[config.mk]
export PLATFORM = sky130hd
export DESIGN_NAME = display_scan_ctrl
export DESIGN_NICKNAME = d
export VERILOG_FILES = /design/src/rtl/display_scan_ctrl.sv
export SDC_FILE = /design/constraint.sdc
export NUM_CORES = 1
export LEC_CHECK = 0
export BUFFER_PORTS_ARGS = -buffer_cell sky130_fd_sc_hd__clkbuf_2
export CAP_MARGIN = 20
export CORE_UTILIZATION = 45
export CTS_CLUSTER_DIAMETER = 40
export CTS_CLUSTER_SIZE = 24
export DETAILED_ROUTE_END_ITERATION = 12
export GPL_ROUTABILITY_DRIVEN = 0
export MAX_ROUTING_LAYER = met4
export PLACE_DENSITY = 0.67
export SETUP_SLACK_MARGIN = 0.3
export SLEW_MARGIN = 10
export SYNTH_ARGS = -nofsm -noshare
export SYNTH_HDL_FRONTEND = slang
export SYNTH_SLANG_ARGS = --single-unit
export TNS_END_PERCENT = 20
[constraint.sdc]
create_clock -name clk -period 2.82 [get_ports clk]
set_input_delay 0.423 -clock clk [delete_from_list [all_inputs] [get_ports clk]]
set_output_delay 0.423 -clock clk [all_outputs]
set_load 0.005 [all_outputs]
[src/rtl/display_scan_ctrl.sv]
// display_scan_ctrl
//   Time-multiplexes one shared hex-to-7-segment decoder across an 8-digit
//   common-anode display. The display word is double-buffered. A newly loaded
//   word is swapped in only at the frame boundary, so one frame never shows
//   digits from two different words.
//
// Ports
//   clk        system clock
//   reset      asynchronous, active-high reset
//   value_in   32-bit display word; nibble k is shown on digit k
//   load       single-cycle strobe; captures value_in into the pending buffer
//   digit_en   per-digit enable; a 0 bit keeps that digit's anode high
//   blank_lz   1 = blank leading zeros of the active word (digit 0 never blanked)
//   hex_digit  nibble for the shared decoder's binary input (registered)
//   AN         anodes, active low, at most one bit low (registered)
//   digit_idx  index of the digit currently being scanned
//   frame_tick one-cycle pulse in the cycle after the 7->0 wrap
//   pending    1 while a loaded word waits for the frame boundary
module display_scan_ctrl #(
   parameter int REFRESH_DIV = 100000,
   parameter int N_DIGITS    = 8
) (
   input  logic        clk,
   input  logic        reset,
   input  logic [31:0] value_in,
   input  logic        load,
   input  logic [7:0]  digit_en,
   input  logic        blank_lz,
   output logic [3:0]  hex_digit,
   output logic [7:0]  AN,
   output logic [2:0]  digit_idx,
   output logic        frame_tick,
   output logic        pending
);

   localparam int PW = $clog2(REFRESH_DIV);

   logic [PW-1:0] prescaler;
   logic [31:0]   active;
   logic [31:0]   pend_buf;
   logic          slot_tick;
   logic          boundary;
   logic [4:0]    bit_base;
   logic [31:0]   upper;
   logic          blanked;

   assign slot_tick = (prescaler == PW'(REFRESH_DIV - 1));
   // The last slot of the frame ends here; the word swap happens on this edge.
   assign boundary  = slot_tick && (digit_idx == 3'(N_DIGITS - 1));
   assign bit_base  = {digit_idx, 2'b00};

   // Leading-zero test: every nibble from the current digit up to 7 is zero.
   assign upper   = active >> bit_base;
   assign blanked = !digit_en[digit_idx] ||
                    (blank_lz && (digit_idx != 3'd0) && (upper == 32'd0));

   always_ff @(posedge clk or posedge reset) begin
      if (reset) begin
         prescaler  <= '0;
         digit_idx  <= 3'd0;
         frame_tick <= 1'b0;
      end else begin
         prescaler  <= slot_tick ? '0 : prescaler + 1'b1;
         if (slot_tick) digit_idx <= digit_idx + 3'd1;
         frame_tick <= boundary;
      end
   end

   // Double buffer. A load on the boundary bypasses the pending buffer, so
   // the newest word wins over any older pending one.
   always_ff @(posedge clk or posedge reset) begin
      if (reset) begin
         active   <= 32'd0;
         pend_buf <= 32'd0;
         pending  <= 1'b0;
      end else if (load && boundary) begin
         active   <= value_in;
         pending  <= 1'b0;
      end else begin
         if (boundary && pending) begin
            active  <= pend_buf;
            pending <= 1'b0;
         end
         if (load) begin
            pend_buf <= value_in;
            pending  <= 1'b1;
         end
      end
   end

   // Output stage samples digit_idx and active together. Both change on the
   // same edge at a boundary, so slot 0 of a new frame already uses the new word.
   always_ff @(posedge clk or posedge reset) begin
      if (reset) begin
         hex_digit <= 4'd0;
         AN        <= 8'hFF;
      end else begin
         hex_digit <= active[bit_base +: 4];
         AN        <= blanked ? 8'hFF : ~(8'b1 << digit_idx);
      end
   end

endmodule

* Yosys cells after proc, flatten, opt, wreduce, memory -nomap -nowiden
Cells that the tools add are included.
Cells by class: bitwise gates (word level) 2, multiply operators 0, mux-type cells 9, div/mod/pow operators 0, shifts and indexed selects 3, eq/ne operators 2, reductions and logical operators 12, add/subtract/negate cells 2, $lt $le $gt $ge 1
Operators with widths (number):
- $mux W32 | 2
- $logic_not A32 Y1 | 1
- $shiftx A32 B6 Y4 | 1
- $shr A32 B5 Y32 | 1
- $add A17 B1 Y17 const B | 1
- $eq A17 B17 Y1 const B | 1
- $mux W17 | 1
- $mux W8 | 1
- $not A8 Y8 | 1
- $shl A1 B3 Y8 const A | 1
- $reduce_bool A3 Y1 | 2
- $logic_and A1 B1 Y1 | 5
- $lt A3 B4 Y1 const B | 1
- $mux W1 | 4
- $add A3 B1 Y3 const B | 1
- $bmux W1 S3 | 1
- $eq A3 B3 Y1 const B | 1
- $reduce_and A2 Y1 | 1
- $reduce_bool A2 Y1 | 1
- $logic_not A1 Y1 | 1
- $logic_or A1 B1 Y1 | 1
- $not A1 Y1 | 1
Storage, ports and cells: bits in latches 0, RAM bits 0, memories 0, memory bits (read-only) 0, output and inout port bits 17, register bits after elaboration 98, word-level logic and storage cells 39, input bits 44

* Longest topological paths before layout
depth after elaboration 6, gate-level depth with buffers 9, depth with buffers taken out 7

* Worst setup path after synthesis
No wires, ideal clock.
kind register to register, start reg prescaler[0], end reg pend_buf[0], arrival 1.960 ns, stages on the path, launching flop included 9, data required time 2.693 ns, slack 0.733 ns, library setup time 0.127 ns, buffers on the path 2, period minus slack after synthesis 2.087 ns, cell sequence dfrtp_1 -> ha_1 -> and4_1 -> nand3_2 -> nor3_4 -> nand2b_1 -> buf_2 -> buf_6 -> mux2_1
On the way: word-level cells in the longest chain between the ends 5
RTL lines:
- from (decl) | RTL line 38 | logic [PW-1:0] prescaler;
- from (signal assigned) | RTL line 63 | prescaler <= slot_tick ? '0 : prescaler + 1'b1;
- $eq A17 B17 Y1 | RTL line 47 | assign slot_tick = (prescaler == PW'(REFRESH_DIV - 1));
- $logic_and A1 B1 Y1 | RTL line 49 | assign boundary = slot_tick && (digit_idx == 3'(N_DIGITS - 1));
- $logic_and A1 B1 Y1 | RTL line 76 | end else if (load && boundary) begin
- $not A1 Y1 (no line)
- $reduce_and A2 Y1 (no line)
- to (signal assigned) | RTL line 85 | pend_buf <= value_in;
- to (decl) | RTL line 40 | logic [31:0] pend_buf;
No other way between the ends. A chain may end at the register's enable or synchronous reset.

* Worst setup path in the final report
start reg digit_idx[0], end reg AN[7]
On the way: word-level cells in the longest chain between the ends 5, elaborated cells on any way between the ends 12, classes of those cells shift: 2; mux: 3; bitwise: 1; reduce/logical: 6
RTL lines:
- from (decl) | RTL line 31 | output logic [2:0] digit_idx,
- from (signal assigned) | RTL line 64 | if (slot_tick) digit_idx <= digit_idx + 3'd1;
- $shr A32 B5 Y32 | RTL line 53 | assign upper = active >> bit_base;
- named net upper[0] | RTL line 44 | logic [31:0] upper;
- $logic_not A32 Y1 | RTL line 55 | (blank_lz && (digit_idx != 3'd0) && (upper == 32'd0));
- $logic_and A1 B1 Y1 | RTL line 55
- $logic_or A1 B1 Y1 | RTL line 54 | assign blanked = !digit_en[digit_idx] ||
- $mux W8 | RTL line 99 | AN <= blanked ? 8'hFF : ~(8'b1 << digit_idx);
- to (signal assigned) | RTL line 99
- to (decl) | RTL line 30 | output logic [7:0] AN,
The timed path passes the listed nets, and every way through them passes these cells. The select of a mux whose other input is x is not followed.

==> summary.txt <==
XOR/XNOR share of the synthesized area: 2.81%
Clk Latency, worst-skew pair: 0.36 ns
ordered cell list for the critical path: buf_12, mux4_1, mux2_2, nor2_1, nand4b_1, a32oi_1
maximum clock insertion buffer count: 2
Starting Density: 47.1%
CTS tree: done
type of the worst min-delay path: input pin to async pin
TritonCTS Buffers: 9
Die Wd: 104 um
total of fill cells in the finished design: 876
number of routed nets with antenna violations: 0
number of vias after detailed routing: 3507
EDFF count, synth: 0
portion of netlist area occupied by mux cells: 13.6%
maximum achievable frequency: 423 MHz
start-to-end type of the worst setup path: flip-flop to flip-flop
unrepaired setup endpoints after global routing: no
count of buffers from port buffering: 60
number of nets produced by synthesis: 471
post-synthesis compound-gate area fraction: 12.1%
signed area change from the synthesized netlist to the final layout: 14.3%
total I/O pin count: 61
Final Hold Fails: 0
first-pass GRT wire length: 17100 um
slowest cell delay on critical path: 0.56 ns
number of storage elements in the synthesis netlist: 98
DR iter-0 viols: 212
Max Transition Viols Final: 0
final setup violating endpoints: 0
post-CTS setup buffer count: 0
Critical-path top delay cell: mux4_1
CP Data Arrival Time: 2.65 ns
gate count of the mapped netlist: 420
register clock-pin slew on the reported worst setup and hold paths: 0.09 ns
total of cells resized after clock tree synthesis: 0
capturing element type of the critical path: flip-flop
number of max-cap violations: 0
dominant register cell in the synthesized netlist: dfrtp_1
total iterations of the first detailed-routing run: 5
Setup Skew: 0.00723 ns
Post-DP HPWL: 7070 um
outcome: finished clean
antenna violations before repair: 0
via count of the first global-routing pass: 3473
routed via count divided by cell count: 5.68
overflow left after global routing: 0
hold bufs inserted after CTS: 0
worst max-slew margin expressed relative to the limit: 44.3%
post-DR wirelength/cell: 16.1 um
startpoint class of the critical path: flip-flop
placement row count: 36
Diodes inserted: 0
share of the clock period used by the worst path after layout: 83.8%
required time of the critical path: 3.10 ns
area of the core: 9910 um^2
Yosys warnings: 0
Avg Inst Size Synth: 11.1 um^2
critical path peak fanout: 30
worst supply voltage drop on vdd: 263 uV
power density cells: 504 nW/um^2
simple-gate portion of the synthesized area: 13.7%
proportion of layout cells with a drive suffix above 1: 23.1%
post-synthesis cell area: 4670 um^2
fraction of synthesis flops using an asynchronous set or reset pin: 100%
number of distinct library cells after synthesis: 48
DRC violation count after routing: 0
root buffer cell: clkbuf_8
Total Power: 2.69 mW
Clock H-tree levels: 3
adder-cell share of the synthesized area: 1.88%
setup total negative slack: 0 ns
Layout Nets: 530
die outline height: 104 um
fraction of the yosys area taken by sequential cells: 52.7%
slew at the pin with the worst max-slew slack: 0.834 ns
Period minus WS final: 2.36 ns
combinational family with the most area after synthesis: simple AND/OR/NAND/NOR gates
number of clock sinks seen by CTS: 98
reported leakage power: 2.28 nW
CP Buf/Inv Count: 1
die area: 10800 um^2
family with the most delay on the worst path: multiplexers
final routed wirelength across all metal layers: 9940 um
pin count of the biggest net entering global routing: 40
total routing resource utilization after global routing: 20.3%
layout by cell type (no fill, tap or decap), types with 3 or more instances in the layout:
cell type / count
a21oi_1: 38
and3_1: 4
buf_4: 10
clkbuf_2: 60
clkbuf_8: 9
dfrtp_1: 90
dfstp_2: 8
ha_1: 7
inv_1: 3
mux2_1: 30
mux2_2: 4
mux4_2: 8
nand2_1: 14
nand2b_1: 4
nand3_1: 9
nand4_1: 6
nor2_1: 62
nor3_1: 13
nor3b_1: 4
nor4_1: 4
o21ai_0: 5
o22ai_1: 33
xnor2_1: 8
xor2_1: 7
worst paths after layout:
path	from	to	slack [ns]	cells after the start
worst max-delay path	digit_idx[0]$_DFFE_PP0N_	AN[7]$_DFF_PP1_	0.46	6
worst min-delay path	reset	digit_idx[0]$_DFFE_PP0N_	0.20	2
worst max register to register	digit_idx[0]$_DFFE_PP0N_	AN[7]$_DFF_PP1_	0.46	6
worst min register to register	prescaler[0]$_DFF_PP0_	prescaler[0]$_DFF_PP0_	0.49	1
max in group asynchronous	reset	pend_buf[10]$_DFFE_PP0P_	1.81	3
min in group clk	value_in[14]	pend_buf[14]$_DFFE_PP0P_	0.28	2
cell families after synthesis:
| group | Yosys count |
|---|---|
| AO/OA/AOI/OAI | 93 |
| XOR/XNOR | 15 |
| adder cells (fa/ha/maj) | 7 |
| buffers and inverters | 30 |
| flip-flops | 98 |
| multiplexers | 46 |
| AND/OR/NAND/NOR | 131 |
through the flow:
stage                     cell area, um^2  setup slack [ns]  hold WS [ns]  std cells  utilization, %
after global placement               5130             0.571         0.469        601            51.8
after detailed placement             5130             0.509         0.474        601            51.8
final                                5340             0.458         0.197        617            53.9
after CTS                            5340             0.477         0.211        617            53.9
after floorplan                      4670             0.733         0.455        420               -
after global routing                 5340             0.303         0.254        617            53.9
flip-flops by register name, indices dropped and copies added (netlist names):
signal and flops:
active 32, pend_buf 32, prescaler 17, AN 8, hex_digit 4, digit_idx 3
frame_tick 1, pending 1
Yosys cell counts (5+ instances only):
cell type | count | area, um^2
clkbuf_1 | 12 | 45.0
ha_1 | 7 | 87.6
dfstp_2 | 8 | 210
xor2_1 | 7 | 61.3
nor3_1 | 13 | 65.1
nand3_1 | 9 | 45.0
nand2_1 | 14 | 52.6
o21ai_0 | 5 | 25.0
nand4_1 | 6 | 37.5
a21oi_1 | 38 | 190
mux4_2 | 8 | 180
o22ai_1 | 33 | 206
mux2_1 | 30 | 338
buf_2 | 8 | 40.0
nor2_1 | 62 | 233
dfrtp_1 | 90 | 2250
xnor2_1 | 8 | 70.1
worst reg2reg max path: stages (launching register included):
cell      delay (ns)
dfrtp_1         0.52
buf_12          0.23
mux4_1          0.58
mux2_2          0.29
nor2_1          0.11
nand4b_1        0.28
a32oi_1         0.28
report_power, final:
group | internal (mW) | switching, mW | total [mW]
combinational | 0.112 | 0.121 | 0.232
clock | 0.418 | 0.505 | 0.923
sequential | 1.48 | 0.0542 | 1.53
per-layer routing:
metal	vias up	track usage, %	wire length (um)
li1	1656	-	-
met2	123	29.5	4470
met1	1708	28.9	4730
met4	0	5.71	173
met3	20	4.20	566
met5	-	-	0
layout make-up:
type                            count  area (um^2)  area share [%]
Clock buffer                        9          124            2.32
Inverter                            6         26.3           0.492
Multi-Input combinational cell    292         2060            38.7
Sequential cell                    98         2460            46.1
Clock inverter                      7         77.6            1.45
Timing Repair Buffer               72          415            7.78
Tap cell                          133          166            3.12
(Power assumes the default switching activity.)
